<file path="config.mk">
export PLATFORM = sky130hd
export DESIGN_NAME = instr_fetch_unit_flat
export DESIGN_NICKNAME = d
export VERILOG_FILES = /design/src/rtl/instr_fetch_unit_if.sv /design/src/rtl/instr_fetch_unit.sv /design/src/flat_wrapper.sv
export SDC_FILE = /design/constraint.sdc
export NUM_CORES = 1
export LEC_CHECK = 0
export BUFFER_PORTS_ARGS = -buffer_cell sky130_fd_sc_hd__clkbuf_2
export CORE_MARGIN = 3
export CORE_UTILIZATION = 52
export DETAILED_ROUTE_END_ITERATION = 6
export PLACE_DENSITY = 0.87
export REMOVE_ABC_BUFFERS = 1
export SLEW_MARGIN = 20
export SYNTH_ARGS = -nofsm -noshare
export SYNTH_HDL_FRONTEND = slang
export SYNTH_SLANG_ARGS = --single-unit
export TNS_END_PERCENT = 30
</file>
<file path="constraint.sdc">
create_clock -name clk -period 2.8 [get_ports clk]
set_clock_uncertainty 0.05 [all_clocks]
set_input_delay 0.7 -clock clk [delete_from_list [all_inputs] [get_ports clk]]
set_output_delay 0.7 -clock clk [all_outputs]
set_load 0.005 [all_outputs]
</file>
<file path="src/rtl/instr_fetch_unit_if.sv">
// Instruction-memory read bus between instr_fetch_unit (master) and memory (slave).
interface instr_fetch_unit_if #(
  parameter int ADDR_W = 8,
  parameter int DATA_W = 16
);
  logic              mem_req;
  logic [ADDR_W-1:0] mem_addr;
  logic              mem_ack;
  logic [DATA_W-1:0] mem_rdata;

  modport master (
    output mem_req,
    output mem_addr,
    input  mem_ack,
    input  mem_rdata
  );

  modport slave (
    input  mem_req,
    input  mem_addr,
    output mem_ack,
    output mem_rdata
  );
endinterface

</file>
<file path="src/rtl/instr_fetch_unit.sv">
// PC register plus req/ack instruction fetch FSM feeding the control unit.
// Optional request watchdog enabled by defining FETCH_TIMEOUT_EN.
module instr_fetch_unit #(
  parameter int          ADDR_W   = 8,
  parameter int          DATA_W   = 16,
  parameter int unsigned RESET_PC = 0,
  parameter int unsigned TIMEOUT  = 15
) (
  input  logic                clk,
  input  logic                rst,
  input  logic                en,
  input  logic                en_fetch,
  input  logic                en_pc_pulse,
  input  logic [1:0]          pc_ctrl,
  input  logic [ADDR_W-1:0]   offset_addr,
  instr_fetch_unit_if.master  mem,
  output logic [DATA_W-1:0]   ins,
  output logic                en_ram_out,
  output logic [ADDR_W-1:0]   pc,
  output logic                busy,
  output logic                fetch_ovf,
  output logic                fetch_err
);

  typedef enum logic [1:0] {
    IDLE = 2'd0,
    REQ  = 2'd1,
    DONE = 2'd2
  } state_t;

  state_t            state_q, state_d;
  logic [ADDR_W-1:0] pc_q, pc_d;
  logic              mem_req_q, mem_req_d;
  logic [ADDR_W-1:0] mem_addr_q, mem_addr_d;
  logic [DATA_W-1:0] ins_q, ins_d;
  logic              en_ram_out_q, en_ram_out_d;
  logic              busy_q, busy_d;
  logic              fetch_ovf_q, fetch_ovf_d;
  logic [ADDR_W-1:0] offset_sext;

`ifdef FETCH_TIMEOUT_EN
  localparam int WD_W = $clog2(TIMEOUT + 1);
  logic [WD_W-1:0] wdog_q, wdog_d;
  logic            fetch_err_q, fetch_err_d;
`endif

  // offset is already ADDR_W wide, so sign extension to ADDR_W is the identity
  assign offset_sext = offset_addr;

  always_comb begin
    pc_d = pc_q;
    if (en && en_pc_pulse) begin
      unique case (pc_ctrl)
        2'b00: pc_d = pc_q;
        2'b01: pc_d = pc_q + ADDR_W'(1);
        2'b10: pc_d = offset_addr;
        2'b11: pc_d = pc_q + offset_sext;
        default: pc_d = pc_q;
      endcase
    end
  end

  always_comb begin
    state_d      = state_q;
    mem_req_d    = mem_req_q;
    mem_addr_d   = mem_addr_q;
    ins_d        = ins_q;
    en_ram_out_d = 1'b0;
    busy_d       = busy_q;
    fetch_ovf_d  = fetch_ovf_q;
`ifdef FETCH_TIMEOUT_EN
    wdog_d       = wdog_q;
    fetch_err_d  = fetch_err_q;
`endif
    unique case (state_q)
      IDLE, DONE: begin
        if (en && en_fetch) begin
          state_d    = REQ;
          mem_req_d  = 1'b1;
          busy_d     = 1'b1;
          mem_addr_d = pc_q;
`ifdef FETCH_TIMEOUT_EN
          wdog_d     = '0;
`endif
        end else begin
          state_d = IDLE;
          busy_d  = 1'b0;
        end
      end
      REQ: begin
        if (en_fetch) fetch_ovf_d = 1'b1;
        if (mem.mem_ack) begin
          state_d      = DONE;
          mem_req_d    = 1'b0;
          busy_d       = 1'b0;
          ins_d        = mem.mem_rdata;
          en_ram_out_d = 1'b1;
        end
`ifdef FETCH_TIMEOUT_EN
        else if (wdog_q == WD_W'(TIMEOUT - 1)) begin
          state_d      = DONE;
          mem_req_d    = 1'b0;
          busy_d       = 1'b0;
          ins_d        = '0;
          en_ram_out_d = 1'b1;
          fetch_err_d  = 1'b1;
        end else begin
          wdog_d = wdog_q + WD_W'(1);
        end
`endif
      end
      default: begin
        state_d   = IDLE;
        mem_req_d = 1'b0;
        busy_d    = 1'b0;
      end
    endcase
  end

  always_ff @(posedge clk or negedge rst) begin
    if (!rst) begin
      state_q      <= IDLE;
      pc_q         <= ADDR_W'(RESET_PC);
      mem_req_q    <= 1'b0;
      mem_addr_q   <= '0;
      ins_q        <= '0;
      en_ram_out_q <= 1'b0;
      busy_q       <= 1'b0;
      fetch_ovf_q  <= 1'b0;
`ifdef FETCH_TIMEOUT_EN
      wdog_q       <= '0;
      fetch_err_q  <= 1'b0;
`endif
    end else begin
      state_q      <= state_d;
      pc_q         <= pc_d;
      mem_req_q    <= mem_req_d;
      mem_addr_q   <= mem_addr_d;
      ins_q        <= ins_d;
      en_ram_out_q <= en_ram_out_d;
      busy_q       <= busy_d;
      fetch_ovf_q  <= fetch_ovf_d;
`ifdef FETCH_TIMEOUT_EN
      wdog_q       <= wdog_d;
      fetch_err_q  <= fetch_err_d;
`endif
    end
  end

  assign mem.mem_req  = mem_req_q;
  assign mem.mem_addr = mem_addr_q;
  assign ins          = ins_q;
  assign en_ram_out   = en_ram_out_q;
  assign pc           = pc_q;
  assign busy         = busy_q;
  assign fetch_ovf    = fetch_ovf_q;
`ifdef FETCH_TIMEOUT_EN
  assign fetch_err    = fetch_err_q;
`else
  assign fetch_err    = 1'b0;
`endif

endmodule

</file>
<file path="src/flat_wrapper.sv">
// flat-port wrapper written by rule: the top's interface ports become plain ports
module instr_fetch_unit_flat 
#(
  parameter int          ADDR_W   = 8,
  parameter int          DATA_W   = 16,
  parameter int unsigned RESET_PC = 0,
  parameter int unsigned TIMEOUT  = 15
)
  (clk, rst, en, en_fetch, en_pc_pulse, pc_ctrl, offset_addr, ins, en_ram_out, pc, busy, fetch_ovf, fetch_err, mem_mem_req, mem_mem_addr, mem_mem_ack, mem_mem_rdata);
  instr_fetch_unit_if #(.ADDR_W(ADDR_W), .DATA_W(DATA_W)) mem_i ();
  input  logic clk;
  input  logic rst;
  input  logic en;
  input  logic en_fetch;
  input  logic en_pc_pulse;
  input  logic [1:0] pc_ctrl;
  input  logic [ADDR_W-1:0] offset_addr;
  output logic [DATA_W-1:0] ins;
  output logic en_ram_out;
  output logic [ADDR_W-1:0] pc;
  output logic busy;
  output logic fetch_ovf;
  output logic fetch_err;
  output wire logic [$bits(mem_i.mem_req)-1:0] mem_mem_req;
  output wire logic [$bits(mem_i.mem_addr)-1:0] mem_mem_addr;
  input wire logic [$bits(mem_i.mem_ack)-1:0] mem_mem_ack;
  input wire logic [$bits(mem_i.mem_rdata)-1:0] mem_mem_rdata;
  assign mem_mem_req = mem_i.mem_req;
  assign mem_mem_addr = mem_i.mem_addr;
  assign mem_i.mem_ack = mem_mem_ack;
  assign mem_i.mem_rdata = mem_mem_rdata;
  instr_fetch_unit #(.ADDR_W(ADDR_W), .DATA_W(DATA_W), .RESET_PC(RESET_PC), .TIMEOUT(TIMEOUT)) u_core (.clk(clk), .rst(rst), .en(en), .en_fetch(en_fetch), .en_pc_pulse(en_pc_pulse), .pc_ctrl(pc_ctrl), .offset_addr(offset_addr), .mem(mem_i), .ins(ins), .en_ram_out(en_ram_out), .pc(pc), .busy(busy), .fetch_ovf(fetch_ovf), .fetch_err(fetch_err));
endmodule
</file>
Word-level counts from Yosys, hierarchy flattened:

Index checks and enable logic that the tools add are counted.
Widths: inputs -> output; s select.

* flip-flop bits (word level): 38
* bits in latches: 0
* RAM bits: 0
* bits in read-only memories: 0
* input bits: 32
* output and inout bits: 37
* logic and storage cells: 39
* memories kept: 0

* add/subtract/negate cells: 2
* multipliers: 0
* divide/modulo/power cells: 0
* magnitude comparators: 0
* eq/ne operators: 7
* shifts and indexed selects: 0
* muxes and demuxes: 11
* bitwise logic cells: 1
* reduce and logical (&&, ||, !) cells: 10

Operator list (count)
* $pmux 8 s3: 1
* $reduce_and 2->1: 5
* $add 8x1->8 const B: 1
* $add 8x8->8: 1
* $eq 2x2->1 const B: 3
* $mux 1: 6
* $eq 2x1->1 const B: 2
* $logic_not 2->1: 2
* $pmux 1 s2: 2
* $pmux 2 s2: 1
* $logic_and 1x1->1: 2
* $mux 2: 1
* $ne 2x1->1 const B: 1
* $ne 2x2->1 const B: 1
* $reduce_or 2->1: 1
* $not 1->1: 1

Depth between registers and ports, before layout:

* depth after elaboration: 4
* mapped depth: 11
* mapped depth without buffers: 10

Least setup slack after synthesis:

Ideal clock, no wire load.

* path type: input-to-reg
* start point: input pc_ctrl[0]
* end point: register u_core.pc_q[7], in the netlist u_core.pc[7]
* library setup time: 0.128 ns
* arrival: 2.328 ns
* required time: 2.622 ns
* slack: 0.294 ns
* stages on the path: 10
* buffers on the path: 1
* cells stage by stage: clkbuf_1 nand3_1 inv_1 ha_1 a211oi_2 nor2_1 a41oi_2 nor2b_1 mux2i_1 o21ai_0

* longest elaborated chain between the ends: 3
* elaborated cells between the ends (all ways): 7
* those cells by class: 3 x eq/ne; 1 x mux; 1 x bitwise; 2 x reduce/logical

Ends and longest elaborated chain
* from (decl): RTL line flat_wrapper.sv:16 `input logic [1:0] pc_ctrl;`
* branches (longest 3 deep; another with $pmux 8 s3)
* to (signal assigned): RTL line instr_fetch_unit.sv:123 `pc_q <= ADDR_W'(RESET_PC);`
* to (signal assigned): RTL line instr_fetch_unit.sv:136 `pc_q <= pc_d;`
* to (decl): RTL line instr_fetch_unit.sv:32 `logic [ADDR_W-1:0] pc_q, pc_d;`

Several ways; the timed one is not identified.
A chain may end at the register's enable or synchronous reset.

Final worst setup path:

Ends and elaborated chain as after synthesis.

==> results by group <==
Run status
  – Outcome: finished clean

Placement
  – Port Buffers: 67
  – Final GP Congestion: 0.801
  – DP HPWL: 2890 um

Die
  – Row count: 20
  – Core area: 0.00320 sq mm
  – Die Ht: 65.5 um
  – Die X: between 60 and 70 um
  – I/O pin cnt: 69
  – Initial core utilization: 0.574
  – Die area: 0.00429 sq mm

STA
  – Tmin final: 2.30 ns
  – Fin. Hold Viols: 0
  – Post-Route Setup TNS: 0 ns
  – Highest Clock Rate: 436 MHz
  – Final hold slack: 0.403 ns
  – Tcrit/Tclk final: 0.820
  – Slew Viols, Final: 0
  – Final setup violation count: 0
  – RSZ-0062 raised after global routing: no
  – Slew @ Worst Pin: 0.879 ns
  – Slew margin rel.: 0.414

Power and ir drop
  – Comb power frac: 0.354
  – Seq pwr share: 0.483
  – Switch share: 0.329
  – Int Power: 1.12 mW
  – Clk pwr share: 0.163
  – Maximum VDD drop: 0.425 mV
  – Static Leak: roughly 1.1 nW
  – Psw: 0.547 mW
  – Power density cells: 738 mW/mm^2

Cells and area
  – Area occupied by multi-input gates: roughly 850 sq um
  – Register area: 926 sq um
  – Most common cell after layout, fill and taps aside: clkbuf_2
  – Number of fill cells: 266
  – Commonest cells after routing, fill and taps aside: 67 x clkbuf_2, 37 x dfrtp_1, 24 x mux2_2
  – Ant. Diodes: 0
  – Layout area overhead: 22.4%
  – Nets: between 200 and 300
  – Post-layout util: 0.703
  – Layout cell share with drive strength beyond 1: 0.450

Worst setup path
  – Cell chain of the critical path: clkbuf_2 > nand3_1 > inv_1 > ha_1 > a211oi_2 > nor2_1 > a41oi_2 > mux2i_1 > a211o_1 > o21ai_0
  – FF-to-FF Start: u_core.pc[0]
  – Critical path origin: pc_ctrl[0]
  – Critical Path Fanout Max: 12
  – Critical path's slowest cell: ha_1
  – CP Data Required Time: 2.98 ns
  – Critical Path Sink Type: register
  – Crit path DAT: approximately 2.5 ns
  – CP Class: in -> reg
  – Crit start category: input pin
  – Crit-path max cell delay: 0.30 ns

Logic synthesis
  – Syn avg cell area: 11.4 sq um
  – Sequential element share of the synthesized area: 0.503
  – Yosys warning count: 0
  – Cell taking the most area after synthesis: dfrtp_1
  – Post-synthesis register bit count: 37
  – Synth area leaders: dfrtp_1 50%, mux2_2 15%, ha_1 4.8%, a21oi_1 3.3%, o21ai_0 3.3%
  – Cells after synthesis: 161
  – Synth cell types: 32
  – Post-synthesis cell area: 0.00184 sq mm
  – Synth top area share: 0.503

Clock network
  – CTS tree: yes
  – Worst-skew pair later-pin latency: 0.35 ns
  – Post-CTS Setup Inserts: 0
  – Hold buffers post-CTS: 0
  – Clock-pin slew on the worst setup and hold paths: 0.10 ns
  – Clock Tree Root: clkbuf_4
  – Clock Tree Buf Depth: 2
  – Clock sink count: 37
  – H-tree Lvls: 2
  – CTS resizes: 0
  – TritonCTS Buffers: 5

Global route
  – Number of global-route vias before repair: 1,388
  – Largest net degree at the start of global routing: 38
  – First-pass GRT wire length: 6220 um
  – Antenna violations before repair: 0
  – GR Overflow Total: 0
  – GRT Total Usage: 0.195

Worst hold path
  – Worst Hold Class: in -> async

Routing
  – WL/cell: roughly 14 um
  – # DRC: 0
  – Vias: 1,433
  – Routed WL: 3780 um
  – Initial DRC count: just under 80
  – Antenna viol nets, final: 0
  – First-pass DRT Iterations: 6
  – Post-DR vias/cell: between 5 and 6

Run
  – Max-Cap Viols: 0
-- synthesized netlist by cell type --
cell,n
a211oi_1,2
and2_1,2
buf_4,2
mux2_2,24
a211o_1,1
ha_1,7
nand2_1,8
nor2_1,7
and3_1,5
clkbuf_1,4
o211ai_2,1
a41oi_2,1
nand3b_1,2
xor2_1,2
nand4b_1,1
o21bai_1,1
fa_1,1
xnor2_1,1
o21ai_0,12
buf_2,2
inv_1,7
a211oi_2,1
dfrtp_1,37
a21oi_1,12
o21a_1,1
mux2i_1,4
a21boi_0,1
nand3_1,1
conb_1,1
a21o_1,2
nor3_1,2
nor2b_1,6
-- per-stage QoR --
step / setup slack [ns] / area [sq um] / cells / total power, mW
floorplan: 0.516 / 1800 / 153 / 1.13
detailed placement: 0.127 / 2200 / 265 / 1.41
finish: 0.504 / 2250 / 273 / 1.66
CTS: 0.505 / 2250 / 273 / 1.68
global placement: 0.184 / 2200 / 265 / 1.39
global route: 0.357 / 2250 / 273 / 1.79
-- flip-flops by register name (all words and copies together), names as in the netlist --
| name | cells |
|---|---|
| u_core.mem.mem_addr | 8 |
| u_core.ins | 16 |
| u_core.mem.mem_req | 1 |
| u_core.state_q | 1 |
| u_core.en_ram_out | 1 |
| u_core.busy | 1 |
| u_core.fetch_ovf | 1 |
| u_core.pc | 8 |
-- power by group through the flow --
stage / combinational (mW) / sequential [mW] / clock, mW
CTS: 0.600 / 0.804 / 0.281
detailed placement: 0.598 / 0.816 / 0
floorplan: 0.316 / 0.818 / 0
global placement: 0.582 / 0.805 / 0
global route: 0.656 / 0.830 / 0.303
finish: 0.589 / 0.803 / 0.271
-- critical path: cells and delay by family --
| family | cells | cell delay (ns) |
|---|---|---|
| AO/OA/AOI/OAI | 4 | 0.73 |
| adder cells (fa/ha/maj) | 1 | 0.30 |
| buffers and inverters | 2 | 0.24 |
| multiplexers | 1 | 0.23 |
| AND/OR/NAND/NOR | 2 | 0.27 |
-- per-layer routing --
layer	vias up	GRT usage	share of wire
li1	696	-	-
met1	685	0.225	0.42
met2	41	0.334	0.50
met3	11	0.0496	0.056
met4	0	0.0959	0.024
met5	-	0	0
-- final timing paths --
path / endpoint / slack [ns] / depth (start not counted)
max: u_core.pc[7] / 0.50 / 10
min: u_core.mem.mem_addr[5] / 0.40 / 1
max reg2reg: u_core.pc[4] / 0.79 / 9
min reg2reg: u_core.fetch_ovf / 0.42 / 1
max in group asynchronous: u_core.ins[5] / 1.75 / 1
min in group clk: u_core.fetch_ovf / 0.42 / 1
-- cells by family after synthesis --
kind of cell | Yosys count | share of synthesized area
AOI/OAI and AO/OA | 35 | 0.121
xor gates and xnor gates | 3 | 0.0143
adders and majority gates | 8 | 0.0585
buffers and inverters | 15 | 0.0361
DFF | 37 | 0.503
muxes | 28 | 0.169
other | 1 | 0.00204
and+or+nand+nor | 34 | 0.0959
-- layout make-up --
class | instances | share of cell area
Inverter | 7 | 0.0117
Multi-Input combinational cell | 109 | 0.376
Sequential cell | 37 | 0.411
Clock inverter | 3 | 0.00778
Clock buffer | 5 | 0.0167
Timing Repair Buffer | 68 | 0.152
Tap cell | 44 | 0.0244
No activity file was read; power rests on OpenSTA's default activity.
